## src/rtl/lag_marker_overlay.sv

```systemverilog
// Overlays three centred black/white marker boxes on a video stream and flags
// flash frames and frame starts for the lag tester's LED and photo-sensor reference.
module lag_marker_overlay #(
    parameter int H_RES        = 1280,
    parameter int V_RES        = 720,
    parameter int BOX_W        = 256,
    parameter int BOX_H        = 120,
    parameter int DARK_FRAMES  = 30,
    parameter int FLASH_FRAMES = 30,
    parameter bit VS_POL       = 1'b1
) (
    input  logic       clk_pixel,
    input  logic       hdmi_rstn,
    input  logic       I_enable,
    input  logic       I_vs,
    input  logic       I_hs,
    input  logic       I_de,
    input  logic [7:0] I_r,
    input  logic [7:0] I_g,
    input  logic [7:0] I_b,
    output logic       O_vs,
    output logic       O_hs,
    output logic       O_de,
    output logic [7:0] O_r,
    output logic [7:0] O_g,
    output logic [7:0] O_b,
    output logic       O_flash,
    output logic       O_frame_start
);

    if (DARK_FRAMES < 1 || DARK_FRAMES > 256 || FLASH_FRAMES < 1 || FLASH_FRAMES > 256) begin : g_bad_frames
        $error("lag_marker_overlay: DARK_FRAMES and FLASH_FRAMES must be in 1..256");
    end

    localparam logic [11:0] X_LO       = 12'((H_RES - BOX_W) / 2);
    localparam logic [11:0] X_HI       = 12'((H_RES - BOX_W) / 2 + BOX_W);
    localparam logic [10:0] Y_TOP_HI   = 11'(BOX_H);
    localparam logic [10:0] Y_MID_LO   = 11'((V_RES - BOX_H) / 2);
    localparam logic [10:0] Y_MID_HI   = 11'((V_RES - BOX_H) / 2 + BOX_H);
    localparam logic [10:0] Y_BOT_LO   = 11'(V_RES - BOX_H);
    localparam logic [10:0] Y_BOT_HI   = 11'(V_RES);
    localparam logic [7:0]  DARK_LAST  = 8'(DARK_FRAMES - 1);
    localparam logic [7:0]  FLASH_LAST = 8'(FLASH_FRAMES - 1);

    typedef enum logic {DARK = 1'b0, FLASH = 1'b1} state_t;

    state_t      state, state_nxt;
    logic [7:0]  frame_cnt, frame_cnt_nxt;
    logic        en_latch, en_nxt;
    logic        vs_act, vs_act_prev, frame_start, de_prev;
    logic [11:0] x_cnt;
    logic [10:0] y_cnt;
    logic        hit, flash_nxt;
    logic [7:0]  r_nxt, g_nxt, b_nxt;

    assign vs_act      = ~(I_vs ^ VS_POL);
    assign frame_start = vs_act & ~vs_act_prev;

    // x holds the position of the current DE pixel; y counts completed active lines.
    always_ff @(posedge clk_pixel or negedge hdmi_rstn) begin
        if (!hdmi_rstn) begin
            vs_act_prev <= 1'b0;
            de_prev     <= 1'b0;
            x_cnt       <= '0;
            y_cnt       <= '0;
        end else begin
            vs_act_prev <= vs_act;
            de_prev     <= I_de;
            if (!I_de)
                x_cnt <= '0;
            else if (x_cnt != 12'hFFF)
                x_cnt <= x_cnt + 12'd1;
            if (frame_start)
                y_cnt <= '0;
            else if (de_prev && !I_de && y_cnt != 11'h7FF)
                y_cnt <= y_cnt + 11'd1;
        end
    end

    always_ff @(posedge clk_pixel or negedge hdmi_rstn) begin
        if (!hdmi_rstn) begin
            state     <= DARK;
            frame_cnt <= '0;
            en_latch  <= 1'b0;
        end else begin
            state     <= state_nxt;
            frame_cnt <= frame_cnt_nxt;
            en_latch  <= en_nxt;
        end
    end

    // All sequencing happens at frame boundaries; a fresh or dropped enable restarts in DARK.
    always_comb begin
        state_nxt     = state;
        frame_cnt_nxt = frame_cnt;
        en_nxt        = en_latch;
        if (frame_start) begin
            en_nxt = I_enable;
            if (!I_enable || !en_latch) begin
                state_nxt     = DARK;
                frame_cnt_nxt = '0;
            end else begin
                unique case (state)
                    DARK: begin
                        if (frame_cnt == DARK_LAST) begin
                            state_nxt     = FLASH;
                            frame_cnt_nxt = '0;
                        end else begin
                            frame_cnt_nxt = frame_cnt + 8'd1;
                        end
                    end
                    FLASH: begin
                        if (frame_cnt == FLASH_LAST) begin
                            state_nxt     = DARK;
                            frame_cnt_nxt = '0;
                        end else begin
                            frame_cnt_nxt = frame_cnt + 8'd1;
                        end
                    end
                    default: begin
                        state_nxt     = DARK;
                        frame_cnt_nxt = '0;
                    end
                endcase
            end
        end
    end

    always_comb begin
        hit = (x_cnt >= X_LO) && (x_cnt < X_HI) &&
              ((y_cnt < Y_TOP_HI) ||
               ((y_cnt >= Y_MID_LO) && (y_cnt < Y_MID_HI)) ||
               ((y_cnt >= Y_BOT_LO) && (y_cnt < Y_BOT_HI)));
        flash_nxt = (state_nxt == FLASH) && en_nxt;
        r_nxt     = I_r;
        g_nxt     = I_g;
        b_nxt     = I_b;
        if (I_de && en_latch && hit) begin
            r_nxt = (state == FLASH) ? 8'hFF : 8'h00;
            g_nxt = (state == FLASH) ? 8'hFF : 8'h00;
            b_nxt = (state == FLASH) ? 8'hFF : 8'h00;
        end
    end

    always_ff @(posedge clk_pixel or negedge hdmi_rstn) begin
        if (!hdmi_rstn) begin
            O_vs          <= 1'b0;
            O_hs          <= 1'b0;
            O_de          <= 1'b0;
            O_r           <= '0;
            O_g           <= '0;
            O_b           <= '0;
            O_flash       <= 1'b0;
            O_frame_start <= 1'b0;
        end else begin
            O_vs          <= I_vs;
            O_hs          <= I_hs;
            O_de          <= I_de;
            O_r           <= r_nxt;
            O_g           <= g_nxt;
            O_b           <= b_nxt;
            O_flash       <= flash_nxt;
            O_frame_start <= frame_start;
        end
    end

endmodule

```

## config.mk

```make
export PLATFORM = sky130hd
export DESIGN_NAME = lag_marker_overlay
export DESIGN_NICKNAME = d
export VERILOG_FILES = /design/src/rtl/lag_marker_overlay.sv
export SDC_FILE = /design/constraint.sdc
export NUM_CORES = 1
export LEC_CHECK = 0
export ABC_AREA = 1
export CAP_MARGIN = 20
export CORE_ASPECT_RATIO = 1.1
export CORE_UTILIZATION = 52
export CTS_BUF_LIST = sky130_fd_sc_hd__clkbuf_16
export DETAILED_ROUTE_END_ITERATION = 6
export GPL_TIMING_DRIVEN = 0
export PLACE_DENSITY = 0.84
export SKIP_LAST_GASP = 1
export SLEW_MARGIN = 5
export SYNTH_ARGS = -nofsm -noshare
export SYNTH_HDL_FRONTEND = slang
export SYNTH_SLANG_ARGS = --single-unit
```

## constraint.sdc

```tcl
create_clock -name clk_pixel -period 1.85 [get_ports clk_pixel]
set_input_delay 0.185 -clock clk_pixel [delete_from_list [all_inputs] [get_ports clk_pixel]]
set_output_delay 0.185 -clock clk_pixel [all_outputs]
set_load 0.05 [all_outputs]
```

# Word level (Yosys, flattened, before mapping)
# Index checks and enable logic that the tools add are counted.
[op_classes] add_sub_neg=3 n_lt_le_gt_ge=7 eq_ne=4 mux=16 bitwise=3 reduce_logical=16
[op_table] cell="$mux 8" count=6
[op_table] cell="$mux 12" count=2
[op_table] cell="$mux 11" count=2
[op_table] cell="$add 12x1->12 const B" count=1
[op_table] cell="$ge 12x10->1 const B" count=1
[op_table] cell="$lt 12x10->1 const B" count=1
[op_table] cell="$ne 12x12->1 const B" count=1
[op_table] cell="$add 11x1->11 const B" count=1
[op_table] cell="$ge 11x10->1 const B" count=1
[op_table] cell="$ge 11x9->1 const B" count=1
[op_table] cell="$lt 11x10->1 const B" count=1
[op_table] cell="$lt 11x7->1 const B" count=1
[op_table] cell="$lt 11x9->1 const B" count=1
[op_table] cell="$ne 11x11->1 const B" count=1
[op_table] cell="$logic_and 1x1->1" count=9
[op_table] cell="$add 8x1->8 const B" count=1
[op_table] cell="$eq 8x5->1 const B" count=1
[op_table] cell="$mux 1" count=5
[op_table] cell="$logic_not 1->1" count=3
[op_table] cell="$logic_or 1x1->1" count=3
[op_table] cell="$ne 2x1->1 const B" count=1
[op_table] cell="$not 1->1" count=2
[op_table] cell="$pmux 1 s2" count=1
[op_table] cell="$reduce_bool 2->1" count=1
[op_table] cell="$and 1x1->1" count=1
[word_totals] ff_bits=62 in_bits=30 out_inout_bits=29 wordCells=62

# Longest topological paths before layout
[logic_depth] depth_word=7 depth_mapped=11

# Worst setup path before layout
# No wires, ideal clock.
[synth_path] kind="register to register" start="register O_vs (netlist name)" end="register O_flash" setup_time_ns=0.129 arrival_ns=1.494 t_required_ns=1.721 setup_slack_ns=0.227 stages_incl_launch_ff=7 path_buffers=0 period_less_slack_ns=1.623 cell_sequence="dfrtp_1 > inv_1 > nand2_1 > clkinv_1 > or2_2 > o21ai_0 > a21oi_1"
[synth_rtl] item="end signal, assigned" line="162" text="O_flash <= flash_nxt;"
[synth_rtl] item="end, declared" line="27" text="output logic O_flash,"

# Worst setup path after layout
[layout_path] start="register x_cnt[0]" end="register x_cnt[1]"
[layout_via] elab_chain_cells=3 elab_cells_between_ends=5 cone_classes="add/sub: 1; eq/ne: 2; mux: 2"
[layout_rtl] item="start, declared" line="51" text="logic [11:0] x_cnt;"
[layout_rtl] item="start signal, assigned" line="72" text="x_cnt <= x_cnt + 12'd1;"
[layout_rtl] item="$add 12x1->12" line="72"
[layout_rtl] item="$mux 12" line="71" text="else if (x_cnt != 12'hFFF)"
[layout_rtl] item="$mux 12" line="69" text="if (!I_de)"
# Parallel ways exist; a longest one is shown, timed or not. The select of a mux whose other input is x is not followed.
# A chain may end at the register's enable or synchronous reset.

==> out/qor.yml <==
core_area_um2: 5465
wire_per_inst_um: 13.42
io_buffers: 58
ys_top_cells_by_count: "nand2_1, dfrtp_1, inv_1, nor2_1, nand3_1"
share_seq_of_total_power: 0.422
worstPathRequired_ps: 2100
stdcell_area_um2: 3981
setup_violations: 0
clk_latency_ps: 330
combPwrFrac: 0.124
diodes: 0
cts_root_buf: "clkbuf_16"
grt_overflow: 0
yosys.area.top_type: "dfrtp_1"
synth.most_common_cell: "nand2_1"
vdd_drop_max_mv: 0.8965
crit_buf_inv: 1
grt_pass1_vias: 2582
synth_edf_count: 0
numCtsBuffers: 9
rsz0062_at_grt: "no"
synth_nets: 391
drv_cap: 0
endpoint_kind: "flop"
cts_tree: "built"
cp_max_fo: 10
postCtsSetupRepairBufs: 0
drt_pre_antenna_iters: 4
drt_iter0_markers: 221
slew_viol_final: 0
start_util: 0.5515
synth_ff_type: "dfrtp_1"
drc: 0
nets: 461
start_kind: "flop"
synth.area.top_cells: "dfrtp_1, nand2_1, nand3_1, inv_1, nor2_1"
ys_types: 33
fillCellCount: 427
clk_pin_slew_worst_paths_ps: 50
die_y_um: 81.85
wl_um: 6777
ys_warn_count: 0
cp_top_family: "simple AND/OR/NAND/NOR gates"
p_leak_nw: 1.927
tightest_slew_ps: 763.7
grt_pass1_wl_um: 11360
clkSinkCount: 62
drive_above_1_share: 0.1070
final_util: 0.7285
io_pins: 59
slew_headroom: 0.4909
grt_max_degree: 63
finalNonFillerCells: 505
criticalPathCategory: "flop to flop"
cp_slowest_stage_delay_ps: 430
status: "complete, no violations"
async_flop_share: 1.000
fmax_mhz: 588.6
gp_congestion: 0.8617
dpl.cell_count: 488
power_density_nw_per_um2: 881.6
min_path_type: "input pin to flop"
switching_share: 0.2551
cts_buffer_depth: 2
switching_power_uw: 895.3
synth_top_area_frac: 0.5147
final.period_utilization: 0.9183
dpl_cell_area_um2: 3686
die_w_um: 74.59
dp_hpwl_um: 4742
grt_usage: 0.2517
skew_ps: 7.149
drt-vias-per-instance: 5.156
pwr-share-clk: 0.453
pre_cts_ws_ps: -36.08
period_minus_slack_ps: 1699
htree_num_levels: 3
ant_nets: 0
dieArea_um2: 6105
syn_area_per_cell_um2: 8.491
ys_seq_area_frac: 0.5147
internal_power_mw: 2.615
crit_path_top_delay_cell: "dfrtp_1"
vias: 2604
postSynthCellCount: 355
cp_cell_sequence: "ha_1 -> and3_1 -> nand4_1 -> buf_2 -> o21ai_1"
syn2layout_area_growth_pct: 32.09
placementRows: 28
ys_ff_latch: 62
grt_antenna_before_repair: 0
syn_area_um2: 3014
worstPathArrival_ps: 1950
final-hold-violation-count: 0
fin_ws_ps: 151.1
## flip-flops by register name, summed over array words and instances, names as in the netlist
signal	flops
O_de	1
O_b	8
frame_cnt	8
O_flash	1
O_g	8
state	1
O_vs	1
O_frame_start	1
en_latch	1
O_hs	1
y_cnt	11
O_r	8
x_cnt	12
## power groups by stage
stage               sequential (mW)  clock [mW]  combinational [mW]
floorplan                      1.60           0               0.127
finish                         1.48        1.59               0.436
detailed placement             1.50           0               0.435
global route                   1.49        1.66               0.481
global placement               1.50           0               0.416
CTS                            1.48        1.60               0.440
## final timing paths
check | from | end | slack, ps | cells past startpoint
worst max-delay path | x_cnt[0] | x_cnt[1] | 150 | 5
worst min-delay path | I_hs | O_hs | 310 | 1
worst max register to register | x_cnt[0] | x_cnt[1] | 150 | 5
worst min register to register | y_cnt[10] | y_cnt[10] | 530 | 2
max in group asynchronous | hdmi_rstn | y_cnt[0] | 840 | 2
min in group asynchronous | hdmi_rstn | y_cnt[4] | 480 | 2
## logic make-up (layout without fill, tap and decap cells)
logic type	after synthesis	count (layout)	share of synthesized area
xor+xnor	9	9	0.02615
buf+inv	45	120	0.06974
fa+ha+maj	6	6	0.02491
simple gates	204	204	0.3088
compound gates	29	29	0.05562
flops	62	62	0.5147
## cells in the final DEF, fill, tap and decap left out, drive strengths merged
cell type	n
ha	6
xnor2	1
clkdlybuf4s50	57
clkbuf	11
nand2	113
dfrtp	62
nor2	34
xor2	8
o21bai	2
nor3	13
inv	37
o22ai	2
buf	7
a21oi	6
nand3	32
a31oi	1
o31ai	2
clkinv	6
or2	2
and3	1
dlygate4sd3	1
o21ai	15
bufinv	1
nand4	9
o211a	1
## per-stage QoR
step / hold WS, ps / setup TNS [ps] / power [mW]
2_1_floorplan: -110.6 / 0 / 1.731
3_3_place_gp: 510.1 / -84580 / 1.915
3_5_place_dp: 314.6 / -36.08 / 1.937
4_1_cts: 305.5 / 0 / 3.521
5_1_grt: 319.6 / 0 / 3.631
6_report: 305.0 / 0 / 3.510
## what timing repair did
| action | CTS | global route |
|---|---|---|
| endpoints found under the setup margin | 0 | 6 |
| endpoints found under the hold margin | 62 | 0 |
| hold buffers | 1 | 0 |
| gates resized for setup | 0 | 2 |
## layout make-up
cell class | instances | area, um2 | share of cell area
multi-input combinational | 248 | 1252 | 0.3146
buffer | 8 | 71.32 | 0.01791
clock buffer | 9 | 225.2 | 0.05657
timing repair buffer | 59 | 588.1 | 0.1477
tap | 75 | 93.84 | 0.02357
inverter | 37 | 141.4 | 0.03551
sequential | 62 | 1553 | 0.3900
clock inverter | 7 | 56.30 | 0.01414
## per-layer routing
layer	wire [um]	vias up	GRT usage
met1	2775	1244	0.2884
met3	268	12	0.05644
met5	0	-	0
li1	-	1283	-
met2	3594	65	0.4297
met4	138	0	0.1434
Note: power is estimated with default switching activity, not from simulation.
